<file path="src/rtl/gat_pkg.sv">
// Shared definitions for the GAT feature memories: depth/address-width derivations
// and the reader FSM state type, so the memory controller and readers agree.
package gat_pkg;

    typedef enum logic [1:0] {
        IDLE   = 2'd0,
        RUN    = 2'd1,
        FINISH = 2'd2
    } feat_rd_state_e;

    function automatic int feat_depth(input int num_subgraphs, input int num_feature_out);
        return num_subgraphs * num_feature_out;
    endfunction

    // A one-word memory still needs a one-bit address port.
    function automatic int feat_addr_w(input int depth);
        return (depth <= 1) ? 1 : $clog2(depth);
    endfunction

endpackage

</file>
<file path="src/rtl/feat_rd_fifo.sv">
// Two-entry synchronous FIFO used as the skid buffer between the BRAM read
// pipeline and the output stream. Same-cycle push and pop are supported.
module feat_rd_fifo #(
    parameter int WIDTH = 32
) (
    input  logic             clk,
    input  logic             rst_n,
    input  logic             push,
    input  logic [WIDTH-1:0] push_data,
    input  logic             pop,
    output logic [WIDTH-1:0] head,
    output logic [1:0]       count,
    output logic             empty,
    output logic             full
);

    logic [WIDTH-1:0] mem [2];
    logic             wr_ptr;
    logic             rd_ptr;

    // NOTE: the two storage words are reset along with the pointers so the head
    // word, which drives the stream data directly, reads zero out of reset.
    always_ff @(posedge clk or negedge rst_n) begin
        if (!rst_n) begin
            mem[0] <= '0;
            mem[1] <= '0;
            wr_ptr <= 1'b0;
            rd_ptr <= 1'b0;
            count  <= 2'd0;
        end else begin
            if (push) begin
                mem[wr_ptr] <= push_data;
                wr_ptr      <= ~wr_ptr;
            end
            if (pop) begin
                rd_ptr <= ~rd_ptr;
            end
            case ({push, pop})
                2'b10:   count <= count + 2'd1;
                2'b01:   count <= count - 2'd1;
                default: count <= count;
            endcase
        end
    end

    assign head  = mem[rd_ptr];
    assign empty = (count == 2'd0);
    assign full  = (count == 2'd2);

endmodule

</file>
<file path="src/rtl/feat_bram_reader.sv">
// Drains a range of the new-feature BRAM onto a valid/ready stream, hiding the
// BRAM's one-cycle read latency behind a credit-limited two-entry FIFO.
module feat_bram_reader
    import gat_pkg::*;
#(
    parameter  int NEW_FEATURE_WIDTH  = 32,
    parameter  int NUM_SUBGRAPHS      = 2708,
    parameter  int NUM_FEATURE_OUT    = 16,
    localparam int NEW_FEATURE_DEPTH  = feat_depth(NUM_SUBGRAPHS, NUM_FEATURE_OUT),
    localparam int NEW_FEATURE_ADDR_W = feat_addr_w(NEW_FEATURE_DEPTH)
) (
    input  logic                          clk,
    input  logic                          rst_n,
    input  logic                          start,
    input  logic [NEW_FEATURE_ADDR_W:0]   num_words,
    output logic                          busy,
    output logic                          done,
    output logic [NEW_FEATURE_ADDR_W-1:0] feat_bram_addrb,
    input  logic [NEW_FEATURE_WIDTH-1:0]  feat_bram_dout,
    output logic [NEW_FEATURE_WIDTH-1:0]  m_tdata,
    output logic                          m_tvalid,
    input  logic                          m_tready,
    output logic                          m_tlast
);

    localparam int AW = NEW_FEATURE_ADDR_W;
    localparam int CW = NEW_FEATURE_ADDR_W + 1;

    feat_rd_state_e state_q;
    feat_rd_state_e state_d;

    logic [CW-1:0] len_q;
    logic [CW-1:0] len_clamped;
    logic [CW-1:0] issue_cnt;
    logic [CW-1:0] sent_cnt;
    logic [AW-1:0] addr_q;
    logic          inflight_q;
    logic          do_issue;
    logic          pop;
    logic [2:0]    occupancy;

    logic          fifo_push;
    logic [1:0]    fifo_count;
    logic          fifo_empty;
    logic          fifo_full;

    assign len_clamped = (num_words > CW'(NEW_FEATURE_DEPTH)) ? CW'(NEW_FEATURE_DEPTH) : num_words;

    assign pop = m_tvalid & m_tready;

    // Words already owned by the FIFO after this cycle, counting the read in flight.
    assign occupancy = {1'b0, fifo_count} + {2'b00, inflight_q} - {2'b00, pop};

    assign do_issue = (state_q == RUN) && (issue_cnt < len_q) && (occupancy < 3'd2);

    assign feat_bram_addrb = do_issue ? issue_cnt[AW-1:0] : addr_q;

    // The credit rule keeps the FIFO from being full here; the guard only
    // protects the stored head word should that invariant ever be broken.
    assign fifo_push = inflight_q && (!fifo_full || pop);

    feat_rd_fifo #(
        .WIDTH (NEW_FEATURE_WIDTH)
    ) u_fifo (
        .clk       (clk),
        .rst_n     (rst_n),
        .push      (fifo_push),
        .push_data (feat_bram_dout),
        .pop       (pop),
        .head      (m_tdata),
        .count     (fifo_count),
        .empty     (fifo_empty),
        .full      (fifo_full)
    );

    assign m_tvalid = !fifo_empty;
    assign m_tlast  = m_tvalid && (sent_cnt == (len_q - CW'(1)));

    assign busy = (state_q == RUN);
    assign done = (state_q == FINISH);

    // NOTE: state and counters use non-blocking assignments so every register
    // samples pre-edge values regardless of block evaluation order.
    always_ff @(posedge clk or negedge rst_n) begin
        if (!rst_n) begin
            state_q <= IDLE;
        end else begin
            state_q <= state_d;
        end
    end

    // NOTE: state_d is assigned before the case so no path leaves it unassigned
    // and no latch is inferred.
    always_comb begin
        state_d = state_q;
        case (state_q)
            IDLE: begin
                if (start) begin
                    state_d = (len_clamped == '0) ? FINISH : RUN;
                end
            end
            RUN: begin
                if (pop && m_tlast) begin
                    state_d = FINISH;
                end
            end
            FINISH: begin
                state_d = IDLE;
            end
            default: begin
                state_d = IDLE;
            end
        endcase
    end

    always_ff @(posedge clk or negedge rst_n) begin
        if (!rst_n) begin
            len_q      <= '0;
            issue_cnt  <= '0;
            sent_cnt   <= '0;
            addr_q     <= '0;
            inflight_q <= 1'b0;
        end else begin
            addr_q     <= feat_bram_addrb;
            inflight_q <= do_issue;
            if (state_q == IDLE) begin
                if (start) begin
                    len_q     <= len_clamped;
                    issue_cnt <= '0;
                    sent_cnt  <= '0;
                end
            end else if (state_q == RUN) begin
                if (do_issue) begin
                    issue_cnt <= issue_cnt + CW'(1);
                end
                if (pop) begin
                    sent_cnt <= sent_cnt + CW'(1);
                end
            end
        end
    end

endmodule

</file>
<file path="config.mk">
export PLATFORM = sky130hd
export DESIGN_NAME = feat_bram_reader
export DESIGN_NICKNAME = d
export VERILOG_FILES = /design/src/rtl/gat_pkg.sv /design/src/rtl/feat_rd_fifo.sv /design/src/rtl/feat_bram_reader.sv
export SDC_FILE = /design/constraint.sdc
export NUM_CORES = 1
export LEC_CHECK = 0
export CAP_MARGIN = 20
export CELL_PAD_IN_SITES_DETAIL_PLACEMENT = 1
export CELL_PAD_IN_SITES_GLOBAL_PLACEMENT = 2
export CORE_MARGIN = 3
export CORE_UTILIZATION = 44
export CTS_BUF_LIST = sky130_fd_sc_hd__clkbuf_2 sky130_fd_sc_hd__clkbuf_4 sky130_fd_sc_hd__clkbuf_8
export DETAILED_ROUTE_END_ITERATION = 7
export DONT_BUFFER_PORTS = 1
export GPL_TIMING_DRIVEN = 0
export PLACE_DENSITY_LB_ADDON = 0.1
export SLEW_MARGIN = 20
export SYNTH_ARGS = -nofsm -noshare
export SYNTH_HDL_FRONTEND = slang
export SYNTH_SLANG_ARGS = --single-unit
export TNS_END_PERCENT = 10
</file>
<file path="constraint.sdc">
create_clock -name clk -period 4.48 [get_ports clk]
set_clock_uncertainty 0.2 [all_clocks]
set_input_delay 0.224 -clock clk [delete_from_list [all_inputs] [get_ports clk]]
set_output_delay 0.224 -clock clk [all_outputs]
set_load 0.005 [all_outputs]
</file>
==> flow_metrics.tcl <==
set metrics [dict create \
    globalRoute.totalOverflow 0 \
    grtUsageTotal_pct 22.1 \
    die_outline_height_um 136 \
    max_stage_delay_ps 510 \
    core_um2 16200 \
    hold_viol 0 \
    synth_enable_flop_cells 0 \
    max_slew_violation_count 0 \
    setup-violations-final 0 \
    finalSetupTns_ps 0 \
    swShare_pct 35.6 \
    share_of_flip_flops_with_an_asynchronous_set_or_reset_after_synthesis_pct 100 \
    numCtsBuffers 17 \
    crit_type "reg2out" \
    synth_sequential_area_ratio_pct 46.5 \
    outcome "finished, final reports clean" \
    synth_seq_cells 138 \
    synth-main-ff-cell "dfrtp_1" \
    worst_path_max_delay_cell "dfrtp_1" \
    floorplan.die_area_um2 18500 \
    filler_cell_count_in_the_final_layout 1706 \
    layout_min_cycle_time_ps 4050 \
    grt_first_pass_wirelength_mm 31.6 \
    synth.net_count 728 \
    timing.critical_path.fanout_max 10 \
    wire_per_inst_um 20.4 \
    clock-root-buffer "clkbuf_8" \
    critical_path_required_ps 4060 \
    synthesis.area_per_instance_um2 11.4 \
    ys_warn_count 0 \
    drive_gt1_share_pct 22.6 \
    flow.area_growth_from_synthesis_pct 17.5 \
    final_replace_weighted_congestion 0.800 \
    start_util_pct 45.9 \
    placement.io_buffers 0 \
    drt_pre_antenna_iters 4 \
    layout.cell_area.non_filler_um2 8720 \
    drv_cap 0 \
    finish.net_count 805 \
    power.leakage_nw 3.81 \
    syn-cell-area_um2 7420 \
    sequentialPowerShare_pct 39.8 \
    tritoncts_clock_tree "built" \
    total_via_count_after_detailed_routing 5401 \
    clk_path_buf_depth 2 \
    clock_power_share_pct 21.6 \
    holdCritPathClass "in2reg" \
    netlist_instances 653 \
    drc 0 \
    h-tree-depth 4 \
    antenna_found_initial 0 \
    max_slew.worst_pin.slew_ps 810 \
    antenna_violating_nets_post_route 0 \
    post-route-util_pct 53.9 \
    path_clk_slew_ps 80 \
    startpoint_class "register" \
    rsz0062_at_grt "false" \
    placement.cell_area_um2 7690 \
    cp.arrival_ps 3630 \
    synth.distinct_cells 64 \
    fin_crit_sh_pct 90.4 \
    drt-vias-per-instance 5.63 \
    hpwlAfterDp_mm 14.0 \
    worst_setup_path_end_kind "output pin" \
    drt_iter0_markers 155 \
    cts.sinks 138 \
    largest_net_degree_at_the_start_of_global_routing 139 \
    cellInternalPower_w 0.00317 \
    chain_of_cells_forming_the_critical_path "nor2_4 -> nor2b_4 -> ha_1 -> nand2b_1 -> fa_1 -> xor2_1 -> nor4b_1 -> o21ai_2 -> a21oi_4 -> buf_6 -> mux2_1" \
    pwr_density_cell_nw_per_um2 564 \
    vdd_ir_drop_max_mv 0.507 \
    power.combinational.fraction_pct 38.6 \
    path_delay_family "simple AND/OR/NAND/NOR gates" \
    p_sw_w 0.00175 \
    die_width_um 136 \
    ioPinCount 105 \
    num_rows 46 \
    clock.fmax_ghz 0.247 \
    path_buf_inv 1 \
    routed_wl_mm 19.6 \
    number_of_global_route_vias_before_repair 5926 \
    maxSlewHeadroom_pct 45.7 \
    clock_latency_ps 460 \
]
[cells in the final DEF, fill, tap and decap left out, types with 17 or more instances in the layout]
cell type and count:
mux2_2 105, nand2b_1 18, xor2_1 18, xnor2_1 22, nand2_1 30, nand3_1 19, dfrtp_1 138, ha_1 21
clkbuf_8 18, nor2_1 36, mux2i_1 17, inv_1 33, clkbuf_1 18, dlygate4sd3_1 56
[tightest hold or removal path, delay by kind of cell]
kind / cells / cell delay [ps]
compound gates: 1 / 230
mux: 1 / 170
simple gates: 1 / 60
[synthesized netlist by cell type, drive strengths merged, types with 4 or more instances]
library cell	n	area share, %
a2111oi	7	0.86
a211oi	14	1.4
a21o	7	0.71
a21oi	12	0.96
a22o	11	1.3
a22oi	5	0.51
and2	4	0.34
and3	6	0.51
and4	5	0.59
buf	14	1.1
clkbuf	19	0.96
dfrtp	138	47
ha	21	3.5
inv	33	1.7
mux2	112	17
mux2i	17	2.3
nand2	30	1.5
nand2b	18	1.5
nand3	19	1.3
nand3b	4	0.40
nand4	10	0.84
nor2	37	1.9
nor2b	5	0.42
nor4	8	1.0
o211ai	4	0.40
o21ai	12	0.81
xnor2	22	2.6
xor2	18	2.1
[cell families after synthesis]
| family | after synthesis | synth area share, % |
|---|---|---|
| compound gates | 91 | 9.02 |
| flops | 138 | 46.5 |
| buf+inv | 66 | 3.73 |
| xor+xnor | 41 | 5.02 |
| simple gates | 166 | 12.6 |
| mux | 129 | 19.3 |
| fa+ha+maj | 22 | 3.81 |
[power by group through the flow]
stage          logic [W]  registers [W]  clock network, W
4_1_cts          0.00195        0.00194           0.00109
3_5_place_dp     0.00182        0.00196                 0
2_1_floorplan    0.00147        0.00186                 0
3_3_place_gp     0.00174        0.00192                 0
6_report         0.00190        0.00196           0.00106
5_1_grt          0.00210        0.00201           0.00115
[final timing paths]
path / cells after the start / start / to / slack (ps)
setup / recovery: 11 / u_fifo.count[0]$_DFFE_PN0P_ / feat_bram_addrb[11] / 430
hold / removal: 3 / start / sent_cnt[0]$_DFFE_PN0P_ / 80
setup reg to reg: 11 / u_fifo.count[0]$_DFFE_PN0P_ / issue_cnt[11]$_DFFE_PN0P_ / 920
hold reg to reg: 1 / u_fifo.mem[60]$_DFFE_PN0P_ / u_fifo.mem[60]$_DFFE_PN0P_ / 310
max in group asynchronous: 2 / rst_n / u_fifo.mem[3]$_DFFE_PN0P_ / 3270
min in group asynchronous: 2 / rst_n / len_q[9]$_DFFE_PN0P_ / 110
[flip-flops by register name (all words and copies together), names as in the netlist]
signal,cells
u_fifo.mem,64
issue_cnt,17
len_q,17
sent_cnt,17
addr_q,16
state_q,2
u_fifo.count,2
inflight_q,1
u_fifo.rd_ptr,1
u_fifo.wr_ptr,1
[per-layer routing]
metal	vias up	track usage, %	part of all wire [%]	wire, um
li1	2508	-	-	-
met3	23	5.37	3.9	757
met4	0	7.11	1.8	346
met1	2780	27.2	43	8420
met2	90	38.2	51	10100
met5	-	0	0	0
[per-stage QoR]
step	hold slack (ps)	cells	power [W]	setup WS, ps
detailed placement	-264	869	0.00378	24.2
global route	75.7	959	0.00527	132
floorplan	-272	653	0.00333	926
CTS	27.8	960	0.00498	64.3
finish	80.2	960	0.00492	431
global placement	-266	869	0.00366	133
[layout make-up]
type	instances	area, um2	area share [%]
Antenna cell	1	2.50	0.0287
Buffer	32	149	1.71
Clock buffer	18	248	2.84
Clock inverter	14	159	1.82
Inverter	33	124	1.42
Multi-Input combinational cell	449	3710	42.6
Sequential cell	138	3450	39.6
Tap cell	216	270	3.10
Timing Repair Buffer	59	603	6.92
[timing repair]
item	4_1_cts	5_1_grt
setup buffers	2	0
setup endpoints to repair	16	16
hold endpoints to repair	221	0
resized for setup	3	2
hold buffers	57	0
No activity file was read; power rests on OpenSTA's default activity.
